[src/rtl/camera_capture_downsampler.sv]
// camera_capture_downsampler: samples an 8-bit camera bus, pairs bytes into
// RGB565 pixels, reduces them to RGB323 and emits one frame-buffer write per
// pixel with X/Y coordinates. VSYNC/HREF framing is tracked from registered
// copies of the sync lines; oversize lines/frames set a per-frame OVERFLOW.
// Optional build macro COLOR_BAR_EN replaces camera pixel data with three
// fixed horizontal colour bars (red/green/blue, 48 rows each).
`timescale 1ns/1ps

module camera_capture_downsampler #(
  parameter int SCREEN_WIDTH  = 176,
  parameter int SCREEN_HEIGHT = 144,
  parameter int HI_FIRST      = 1
) (
  input  logic       CLK,
  input  logic       RST_N,
  input  logic [7:0] CAM_DATA,
  input  logic       CAM_HREF,
  input  logic       CAM_VSYNC,
  output logic [7:0] PIXEL_OUT,
  output logic       WRITE_EN,
  output logic [7:0] WRITE_X,
  output logic [7:0] WRITE_Y,
  output logic       FRAME_DONE,
  output logic [7:0] LINES_CAPTURED,
  output logic       OVERFLOW
);

  localparam logic [7:0] WIDTH8  = SCREEN_WIDTH[7:0];
  localparam logic [7:0] HEIGHT8 = SCREEN_HEIGHT[7:0];

  typedef enum logic [1:0] {
    WAIT_FRAME = 2'd0,
    WAIT_LINE  = 2'd1,
    BYTE_A     = 2'd2,
    BYTE_B     = 2'd3
  } state_t;

  state_t     state_q, state_d;
  logic       vsync_q, href_q;
  logic [7:0] first_q, first_d;
  logic [7:0] x_q, x_d;
  logic [7:0] y_q, y_d;
  logic [7:0] line_cnt_q, line_cnt_d;
  logic [7:0] pixel_q, pixel_d;
  logic       we_q, we_d;
  logic [7:0] wx_q, wx_d;
  logic [7:0] wy_q, wy_d;
  logic       fd_q, fd_d;
  logic [7:0] lines_q, lines_d;
  logic       ovf_q, ovf_d;

  logic       vsync_rise, vsync_fall, href_fall;
  logic       line_end;
  logic [7:0] pix_val;

  assign vsync_rise = CAM_VSYNC & ~vsync_q;
  assign vsync_fall = ~CAM_VSYNC & vsync_q;
  assign href_fall  = href_q & ~CAM_HREF;

`ifdef COLOR_BAR_EN
  // Bar colour depends only on the row being written; camera data is ignored.
  always_comb begin
    if (y_q < 8'd48)      pix_val = 8'hE0;
    else if (y_q < 8'd96) pix_val = 8'h18;
    else                  pix_val = 8'h07;
  end
`else
  logic [7:0] hi_byte, lo_byte;
  // The current bus byte completes the pair; HI_FIRST says which half it is.
  always_comb begin
    hi_byte = (HI_FIRST != 0) ? first_q  : CAM_DATA;
    lo_byte = (HI_FIRST != 0) ? CAM_DATA : first_q;
    pix_val = {hi_byte[7:5], hi_byte[2:1], lo_byte[4:2]};
  end
`endif

  // Framing FSM, pixel pairing and write/status generation.
  always_comb begin
    state_d    = state_q;
    first_d    = first_q;
    x_d        = x_q;
    y_d        = y_q;
    line_cnt_d = line_cnt_q;
    pixel_d    = pixel_q;
    we_d       = 1'b0;
    wx_d       = wx_q;
    wy_d       = wy_q;
    fd_d       = 1'b0;
    lines_d    = lines_q;
    ovf_d      = ovf_q;
    line_end   = 1'b0;

    if (state_q == WAIT_FRAME) begin
      if (vsync_fall) begin
        state_d    = WAIT_LINE;
        x_d        = 8'd0;
        y_d        = 8'd0;
        line_cnt_d = 8'd0;
        ovf_d      = 1'b0;
      end
    end else if (vsync_rise) begin
      // Frame end beats any line activity; a partial line is not counted.
      fd_d    = 1'b1;
      lines_d = line_cnt_q;
      state_d = WAIT_FRAME;
    end else begin
      case (state_q)
        WAIT_LINE: begin
          if (CAM_HREF) begin
            first_d = CAM_DATA;
            state_d = BYTE_B;
          end
        end
        BYTE_A: begin
          if (CAM_HREF) begin
            first_d = CAM_DATA;
            state_d = BYTE_B;
          end else if (href_fall) begin
            line_end = 1'b1;
          end
        end
        BYTE_B: begin
          if (CAM_HREF) begin
            state_d = BYTE_A;
            if ((x_q < WIDTH8) && (y_q < HEIGHT8)) begin
              we_d    = 1'b1;
              pixel_d = pix_val;
              wx_d    = x_q;
              wy_d    = y_q;
              x_d     = x_q + 8'd1;
            end else begin
              ovf_d = 1'b1;
            end
          end else if (href_fall) begin
            // Half pixel in first_q is simply abandoned.
            line_end = 1'b1;
          end
        end
        default: state_d = WAIT_FRAME;
      endcase
    end

    if (line_end) begin
      state_d = WAIT_LINE;
      x_d     = 8'd0;
      if (y_q < HEIGHT8)        y_d        = y_q + 8'd1;
      if (line_cnt_q != 8'hFF)  line_cnt_d = line_cnt_q + 8'd1;
    end
  end

  // State and output registers with asynchronous active-low clear.
  always_ff @(posedge CLK or negedge RST_N) begin
    if (!RST_N) begin
      state_q    <= WAIT_FRAME;
      vsync_q    <= 1'b0;
      href_q     <= 1'b0;
      first_q    <= 8'd0;
      x_q        <= 8'd0;
      y_q        <= 8'd0;
      line_cnt_q <= 8'd0;
      pixel_q    <= 8'd0;
      we_q       <= 1'b0;
      wx_q       <= 8'd0;
      wy_q       <= 8'd0;
      fd_q       <= 1'b0;
      lines_q    <= 8'd0;
      ovf_q      <= 1'b0;
    end else begin
      state_q    <= state_d;
      vsync_q    <= CAM_VSYNC;
      href_q     <= CAM_HREF;
      first_q    <= first_d;
      x_q        <= x_d;
      y_q        <= y_d;
      line_cnt_q <= line_cnt_d;
      pixel_q    <= pixel_d;
      we_q       <= we_d;
      wx_q       <= wx_d;
      wy_q       <= wy_d;
      fd_q       <= fd_d;
      lines_q    <= lines_d;
      ovf_q      <= ovf_d;
    end
  end

  assign PIXEL_OUT      = pixel_q;
  assign WRITE_EN       = we_q;
  assign WRITE_X        = wx_q;
  assign WRITE_Y        = wy_q;
  assign FRAME_DONE     = fd_q;
  assign LINES_CAPTURED = lines_q;
  assign OVERFLOW       = ovf_q;

endmodule

[config.mk]
export PLATFORM = sky130hd
export DESIGN_NAME = camera_capture_downsampler
export DESIGN_NICKNAME = d
export VERILOG_FILES = /design/src/rtl/camera_capture_downsampler.sv
export SDC_FILE = /design/constraint.sdc
export NUM_CORES = 1
export LEC_CHECK = 0
export ABC_AREA = 1
export CORE_ASPECT_RATIO = 2
export CORE_MARGIN = 2
export CORE_UTILIZATION = 45
export DETAILED_ROUTE_END_ITERATION = 10
export PLACE_DENSITY_LB_ADDON = 0.1
export SETUP_SLACK_MARGIN = 0.3
export SLEW_MARGIN = 5
export SYNTH_ARGS = -nofsm -noshare
export SYNTH_HDL_FRONTEND = slang
export SYNTH_SLANG_ARGS = --single-unit
[constraint.sdc]
create_clock -name CLK -period 2.4 [get_ports CLK]
set_input_delay 0.36 -clock CLK [delete_from_list [all_inputs] [get_ports CLK]]
set_output_delay 0.36 -clock CLK [all_outputs]
set_load 0.03 [all_outputs]
# [Word-level counts from Yosys, hierarchy flattened]
# Index checks and enable logic that the tools add are counted.
[totals] ff_bits=71 latchBits=0 ram_bits=0 rom_bits=0 inputBits=12 output_inout_bits=35 word_cells=93 mem_count=0
[op_classes] add_sub_neg=3 mul=0 n_div=0 n_lt_le_gt_ge=2 n_eq_ne=11 n_shift=0 mux=40 n_bitwise=8 reduce_logical=15
[op_table] cell="two-way mux 8 bit" n=15
[op_table] cell="adder 8 x 1 -> 8 bit, second input constant" n=3
[op_table] cell="two-way mux 1 bit" n=18
[op_table] cell="< comparator 8 bit, second input constant" n=2
[op_table] cell="AND reduction 5 bit" n=3
[op_table] cell="two-way mux 2 bit" n=6
[op_table] cell="nonzero test 3 bit" n=3
[op_table] cell="inequality test 8 bit, second input constant" n=1
[op_table] cell="inequality test 5 x 1 -> 1 bit, second input constant" n=1
[op_table] cell="inequality test 5 bit, second input constant" n=1
[op_table] cell="inverter 1 bit" n=5
[op_table] cell="== test 2 bit, second input constant" n=2
[op_table] cell="inequality test 2 bit, second input constant" n=2
[op_table] cell="one-hot mux 2 bit (2 select lines)" n=1
[op_table] cell="AND reduction 4 bit" n=1
[op_table] cell="nonzero test 2 bit" n=2
[op_table] cell="OR reduction 2 bit" n=2
[op_table] cell="bitwise AND 1 bit" n=3
[op_table] cell="inequality test 3 x 1 -> 1 bit, second input constant" n=1
[op_table] cell="inequality test 3 bit, second input constant" n=1
[op_table] cell="AND reduction 3 bit" n=1
[op_table] cell="== test 2 x 1 -> 1 bit, second input constant" n=1
[op_table] cell="logical NOT 2 bit" n=1
[op_table] cell="inequality test 2 x 1 -> 1 bit, second input constant" n=1
[op_table] cell="other kinds (2)" n=2

# [Depth between registers and ports, before layout]
# Gate-level depths: netlist (run 1).
[depth] word_depth=9 ltp_mapped=11 mapped_depth_nobuf=11

# [Least setup slack after synthesis (run 1)]
# Ideal clock, no wire load.
[synth_timing] path_type="register to register" from="register state_q[0]" to="register first_q[1]" setup_ps=125 arrival_time_ps=1372 t_required_ps=2275 setup_slack_ps=904 stages_incl_launch_ff=6 path_buffers=0 synth_period_minus_slack_ps=1496 path_cell_list="dfrtp_1 > inv_1 > ha_1 > inv_2 > nand4_1 > mux2_2"
[synth_via] elab_chain_cells=3 word_cells_on_any_way=6 cone_classes="2 x eq/ne; 1 x bitwise; 3 x reduce/logical"
[synth_rtl] item="from (decl)" line="38" source="state_t state_q, state_d;"
[synth_rtl] item="from (signal assigned)" line="169" source="state_q <= state_d;"
[synth_rtl] item="== test 2 bit, or another cell as far along" line="107" source="case (state_q)"
[synth_rtl] item="OR reduction 2 bit (no line) or inverter 1 bit (tied branches)"
[synth_rtl] item="AND reduction 4 bit (no line) (*)"
[synth_rtl] item="to (signal assigned)" line="172" source="first_q <= first_d;"
[synth_rtl] item="to (decl)" line="40" source="logic [7:0] first_q, first_d;"
# Mark *: on every way between the ends. The rest lies on a longest branch, timed or not.
# A chain may end at the register's enable or synchronous reset.

# [Worst setup path in the final report (run 1)]
[layout_timing] from="register state_q[0]" to="register line_cnt_q[7]"
[layout_via] elab_chain_cells=6 word_cells_on_any_way=10 cone_classes="2 x eq/ne; 6 x mux; 2 x reduce/logical"
[layout_rtl] item="== test 2 bit" line="107"
[layout_rtl] item="OR reduction 2 bit (no line)"
[layout_rtl] item="two-way mux 1 bit"
[layout_rtl] item="two-way mux 1 bit" line="101" source="end else if (vsync_rise) begin"
[layout_rtl] item="two-way mux 1 bit" line="93" source="if (state_q == WAIT_FRAME) begin"
[layout_rtl] item="two-way mux 8 bit (*)" line="143" source="if (line_end) begin"
[layout_rtl] item="net line_cnt_d[7]" line="43" source="logic [7:0] line_cnt_q, line_cnt_d;"
[layout_rtl] item="to (signal assigned)" line="175" source="line_cnt_q <= line_cnt_d;"
[layout_rtl] item="to (decl)" line="43"
# Mark *: on every way through the listed nets, which the timed path passes. The rest lies on a longest branch.

==> results of run 1 <==
[cell usage after synthesis, drive strengths merged]
cell type,instances,area share (%)
dfrtp,68,51
clkbuf,4,0.53
o21bai,1,0.23
nand4,8,1.5
inv,42,4.7
xor2,5,1.3
a21oi,1,0.15
mux2,5,1.7
nand2,164,19
o21ai,43,6.5
nor3,2,0.30
nand3,28,4.9
xnor2,2,0.53
buf,7,1.4
nor2,26,3.4
ha,7,2.6
or2,1,0.19
[placed cells by master, fill, tap and decap left out, drive strengths merged, types with 2 or more instances in the layout]
master | synthesis | routed
xor2 | 5 | 5
nand4 | 8 | 8
mux2 | 5 | 5
o21ai | 43 | 43
inv | 42 | 42
nor2 | 26 | 26
clkdlybuf4s50 | 0 | 44
nand3 | 28 | 28
dfrtp | 68 | 68
nand2 | 164 | 164
clkbuf | 4 | 13
xnor2 | 2 | 2
buf | 7 | 8
ha | 7 | 7
nor3 | 2 | 2
[registers in the layout, summed over array words and instances, names as in the netlist]
register / count
WRITE_EN: 1
y_q: 8
state_q: 2
PIXEL_OUT: 8
FRAME_DONE: 1
OVERFLOW: 1
x_q: 8
WRITE_Y: 8
LINES_CAPTURED: 8
href_q: 1
vsync_q: 1
WRITE_X: 8
first_q: 5
line_cnt_q: 8
[cell type report]
cell class / count / area (um2)
Sequential cell: 68 / 1702
Inverter: 42 / 157.7
Clock buffer: 13 / 280.3
Timing Repair Buffer: 52 / 510.5
Fill cell: 686 / 2997
Clock inverter: 3 / 42.54
Multi-Input combinational cell: 293 / 1408
Tap cell: 92 / 115.1
[per-stage QoR]
stage / total power [mW] / utilization (%) / hold slack, ns
CTS: 4.643 / 58.45 / 0.05759
global route: 4.868 / 58.45 / 0.06726
floorplan: 2.652 / - / 0.06441
detailed placement: 3.239 / 53.97 / 0.4124
finish: 4.588 / 58.45 / 0.03319
global placement: 3.208 / 53.97 / 0.4113
[metal layers]
layer	part of all wire, %	wire [um]	track usage (%)
met1	39	2746	20.02
met2	53	3761	33.05
met3	4.3	303	5.000
met4	3.6	251	10.76
met5	0	0	0
[final timing paths]
| kind | startpoint | to | slack, ns | cells past startpoint |
|---|---|---|---|---|
| hold reg to reg | first_q[5]$_DFFE_PN0P_ | PIXEL_OUT[5]$_DFFE_PN0P_ | 0.47 | 2 |
| setup / recovery | state_q[0]$_DFFE_PN0P_ | line_cnt_q[7]$_DFF_PN0_ | 0.54 | 9 |
| hold / removal | RST_N | WRITE_X[6]$_DFFE_PN0P_ | 0.03 | 2 |
| min in group CLK | first_q[5]$_DFFE_PN0P_ | PIXEL_OUT[5]$_DFFE_PN0P_ | 0.47 | 2 |
| max in group asynchronous | RST_N | line_cnt_q[4]$_DFF_PN0_ | 2.07 | 2 |
| setup reg to reg | state_q[0]$_DFFE_PN0P_ | line_cnt_q[7]$_DFF_PN0_ | 0.54 | 9 |
[worst reg2reg max path, cell delays in order (launching register included)]
cell	delay [ns]
dfrtp_1	0.39
inv_1	0.11
ha_1	0.31
nand3_1	0.43
nand2_1	0.17
nor2_1	0.07
nor2_1	0.10
nand2_1	0.06
nand2_1	0.06
nand2_1	0.05
[kinds of logic (layout without fill, tap and decap cells)]
family                     after synthesis  after routing  synth area share, %
adders and majority gates                7              7                2.628
xor gates and xnor gates                 7              7                1.840
and+or+nand+nor                        229            229                29.25
AOI/OAI and AO/OA                       45             45                6.834
muxes                                    5              5                1.690
DFF                                     68             68                51.07
buffers and inverters                   53            110                6.684
[power by group]
| part | internal, mW | switching (mW) | leakage, nW |
|---|---|---|---|
| Sequential | 1.45 | 0.200 | 0.911 |
| Clock | 0.915 | 0.473 | 0.158 |
| Combinational | 0.587 | 0.967 | 1.10 |
==> impl_metrics.json, run 1 <==
{
  "status": "completed",
  "power_density_mw_per_mm2": 1088,
  "ios": 47,
  "skew_ns": 0.004109,
  "synth-seq-cells": 68,
  "fin_crit_sh_pct": 77.42,
  "drt_first_pass_iters": 4,
  "cp_slowest_cell": "nand3_1",
  "cts-root-buf": "clkbuf_16",
  "ys_seq_area_share_pct": 51.07,
  "pre_cts_slack_ns": 0.3554,
  "gr-total-overflow": 0,
  "grt_pass1_vias": 2679,
  "post_cts_buffers": 0,
  "path_class": "reg -> reg",
  "finalMaxSlewViolations": 0,
  "finalSetupTns_ns": 0,
  "ant_nets": 0,
  "cp_cell_sequence": "inv_1 > ha_1 > nand3_1 > nand2_1 > nor2_1 > nor2_1 > nand2_1 > nand2_1 > nand2_1",
  "grt_antenna_before_repair": 0,
  "final_cell_area_mm2": 0.004215,
  "crit_buf_inv": 1,
  "hp-class": "in -> async",
  "vdd_drop_max_mv": 0.5755,
  "wl_per_cell_um": 12.54,
  "grt_pass1_wl_um": 11940,
  "worst_slew_pin_slew_ns": 0.5042,
  "synth_cell_types": 24,
  "clk_pin_slew_ns": 0.05,
  "finalHoldViolCount": 0,
  "syn_area_mm2": 0.003332,
  "layoutNonFillerInstCount": 563,
  "critical_path.max_fanout": 12,
  "cts.sinks": 68,
  "vias_per_cell": 4.947,
  "start_util_pct": 46.20,
  "post-route-drc-count": 0,
  "slowest_delay_ns": 0.43,
  "clock_latency_ns": 0.33,
  "setup_slack_ns": 0.5418,
  "wl_um": 7061,
  "dpl.cell_count": 547,
  "route.vias.total": 2785,
  "cts.repair.resized": 0,
  "dieArea_mm2": 0.008150,
  "period_minus_slack_ns": 1.858,
  "cts_buffers": 9,
  "drt_iter0_markers": 118,
  "core_area_mm2": 0.007212,
  "cp_common_cell": "nand2_1",
  "rsz0062_at_grt": "no",
  "syn_area_per_cell_um2": 8.048,
  "nets": 485,
  "worstPathArrival_ns": 2.07,
  "place.port_buffers": 45,
  "synth_nets": 433,
  "synth_cells": 414,
  "startpoint_type": "flip-flop",
  "place_area_mm2": 0.003892,
  "die-height_um": 125.7,
  "cts_tree": "done",
  "slew_headroom_pct": 66.29,
  "fmaxAchievable_mhz": 538.2,
  "die_width_um": 64.85,
  "hpwlAfterDp_um": 4997,
  "num_rows": 44,
  "end_kind": "flip-flop",
  "required_ns": 2.62,
  "power_leakage_nw": 2.170,
  "track_usage_pct": 18.95,
  "ys_warn_count": 0,
  "setup_viol": 0,
  "maxCapViolCount": 0,
  "areaGrowthSynthToFinish_pct": 26.51,
  "grt_max_degree": 69,
  "finalWeightedCongestion": 0.8058,
  "critPathTopFamily": "simple AND/OR/NAND/NOR gates",
  "clk_path_buf_depth": 2,
  "htreeDepth": 3,
  "hold_buffers": 0,
  "drive_above_1_share_pct": 9.766,
  "antenna_cells": 0
}
(Power assumes the default switching activity.)
==> inputs of run 2 (changes only) <==
==> constraint.sdc (replaced) <==
create_clock -name CLK -period 1.7 [get_ports CLK]
set_input_delay 0.255 -clock CLK [delete_from_list [all_inputs] [get_ports CLK]]
set_output_delay 0.255 -clock CLK [all_outputs]
set_load 0.03 [all_outputs]
==> run 2 against run 1 <==
Effect of this change:
- design area rose by 13%
- critical path depth rose by 1
- core utilization rose by 7.6 points
- critical path type unchanged
- highest routed layer unchanged
==> impl_metrics.json, run 2 (synthesis gave the netlist of run 1 again) <==
{
  "status": "completed",
  "clk_pin_slew_ns": 0.05,
  "dieArea_mm2": 0.008150,
  "power_density_mw_per_mm2": 1538,
  "drt_first_pass_iters": 4,
  "power_leakage_nw": 2.548,
  "layout_common_cells": "148 x nand2_1, 66 x dfrtp_1, 35 x dlygate4sd2_1",
  "worstPathArrival_ns": 1.76,
  "cp_cell_sequence": "inv_2 > ha_4 > inv_2 > nand2_4 > nand3_4 > nor2_4 > buf_12 > buf_6 > nand2_2 > o21ai_1",
  "route.vias.total": 2943,
  "vdd_drop_max_mv": 1.059,
  "finalHoldViolCount": 0,
  "track_usage_pct": 21.32,
  "grt_antenna_before_repair": 0,
  "fmaxAchievable_mhz": 664.2,
  "cts_tree": "done",
  "htreeDepth": 3,
  "cts_buffers": 9,
  "start_util_pct": 46.20,
  "ant_nets": 0,
  "grt_pass1_vias": 2938,
  "drive_above_1_share_pct": 24.25,
  "setup_slack_ns": 0.1943,
  "rsz0062_at_grt": "yes",
  "antenna_cells": 0,
  "post-route-drc-count": 0,
  "finalWeightedCongestion": 0.8328,
  "skew_ns": 0.003145,
  "cp_slowest_cell": "dfrtp_1",
  "cts.sinks": 68,
  "drt_iter0_markers": 119,
  "required_ns": 1.96,
  "startpoint_type": "flip-flop",
  "grt_max_degree": 69,
  "wl_per_cell_um": 13.22,
  "finalMaxSlewViolations": 0,
  "hold_ws_ns": 0.4390,
  "clock_latency_ns": 0.33,
  "die-height_um": 125.7,
  "cts-root-buf": "clkbuf_16",
  "slew_headroom_pct": 76.28,
  "worst_slew_pin_slew_ns": 0.3559,
  "ios": 47,
  "fin_crit_sh_pct": 88.57,
  "slowest_delay_ns": 0.40,
  "nets": 517,
  "place.port_buffers": 45,
  "setup_viol": 0,
  "wl_um": 7863,
  "period_minus_slack_ns": 1.506,
  "maxCapViolCount": 0,
  "vias_per_cell": 4.946,
  "end_kind": "flip-flop",
  "critical_path.max_fanout": 8,
  "path_class": "reg -> reg",
  "hpwlAfterDp_um": 5269,
  "num_rows": 44,
  "core_area_mm2": 0.007212,
  "areaGrowthSynthToFinish_pct": 42.92,
  "gr-total-overflow": 0,
  "clk_path_buf_depth": 2,
  "hp-class": "in -> reg",
  "cp_common_cell": "inv_2",
  "die_width_um": 64.85,
  "grt_pass1_wl_um": 13320,
  "layout_commonest_cell": "nand2_1",
  "pre_cts_slack_ns": -0.06071
}
-- run 2: cell count changes in the layout (fill, tap and decap cells not counted), sizes merged --
cell,delta
clkdlybuf4s50,-35
dlygate4sd2,+35
buf,+31
bufinv,+2
clkbuf,-1
clkinvlp,-1
dlygate4sd3,+1
-- run 2: worst paths after layout --
path / from / endpoint / slack, ns / cells after the start
min: CAM_VSYNC / vsync_q$_DFF_PN0_ / 0.44 / 1
max reg2reg: state_q[0]$_DFFE_PN0P_ / y_q[2]$_DFF_PN0_ / 0.19 / 10
max in group asynchronous: RST_N / y_q[0]$_DFF_PN0_ / 0.92 / 3
min in group asynchronous: RST_N / WRITE_X[6]$_DFFE_PN0P_ / 0.48 / 3
min reg2reg: LINES_CAPTURED[7]$_DFFE_PN0P_ / LINES_CAPTURED[7]$_DFFE_PN0P_ / 0.48 / 2
max: state_q[0]$_DFFE_PN0P_ / y_q[2]$_DFF_PN0_ / 0.19 / 10
-- run 2: worst max-delay path: cells and delay by family, from the launching register on --
kind	cells	cell delay [ns]
AO/OA/AOI/OAI	1	0.07
AND/OR/NAND/NOR	4	0.42
buffers and inverters	4	0.42
adder cells (fa/ha/maj)	1	0.13
flip-flops	1	0.40
-- run 2: layout make-up --
class	instances	area [um2]
Clock inverter	4	95.09
Fill cell	615	2450
Inverter	42	160.2
Sequential cell	68	1704
Timing Repair Buffer	84	805.8
Clock buffer	12	256.5
Tap cell	92	115.1
Multi-Input combinational cell	293	1625
-- run 2: per-layer routing --
layer / global-route usage (%) / up-vias / share of wire, %
li1: - / 1482 / -
met1: 21.85 / 1375 / 36
met2: 39.54 / 67 / 58
met3: 4.196 / 19 / 3.8
met4: 10.64 / 0 / 2.4
met5: 0 / - / 0
-- run 2: repair_timing --
action                                 in CTS  in global routing
buffers inserted                           12                  1
gates resized for setup                    91                 29
hold buffers                                1                  0
cloned                                      2                  0
pin swaps                                  15                  8
setup endpoints to repair                  91                 59
endpoints found under the hold margin      68                  0
-- run 2: metrics by stage --
step | std cells | power (mW) | setup TNS, ns | area (um2) | utilization (%)
after CTS | 594 | 7.245 | 0 | 4666 | 64.69
after global routing | 595 | 7.766 | 0 | 4762 | 66.03
after floorplan | 414 | 3.755 | 0 | 3334 | -
after detailed placement | 563 | 4.757 | -0.6824 | 4053 | 56.19
after global placement | 563 | 4.699 | -0.5224 | 4053 | 56.19
final | 595 | 7.324 | 0 | 4762 | 66.03
-- run 2: where the power goes --
group	leakage [nW]	internal [mW]	switching (mW)
clock network	0.173	1.51	0.662
logic	1.47	1.16	1.65
registers	0.908	2.04	0.295
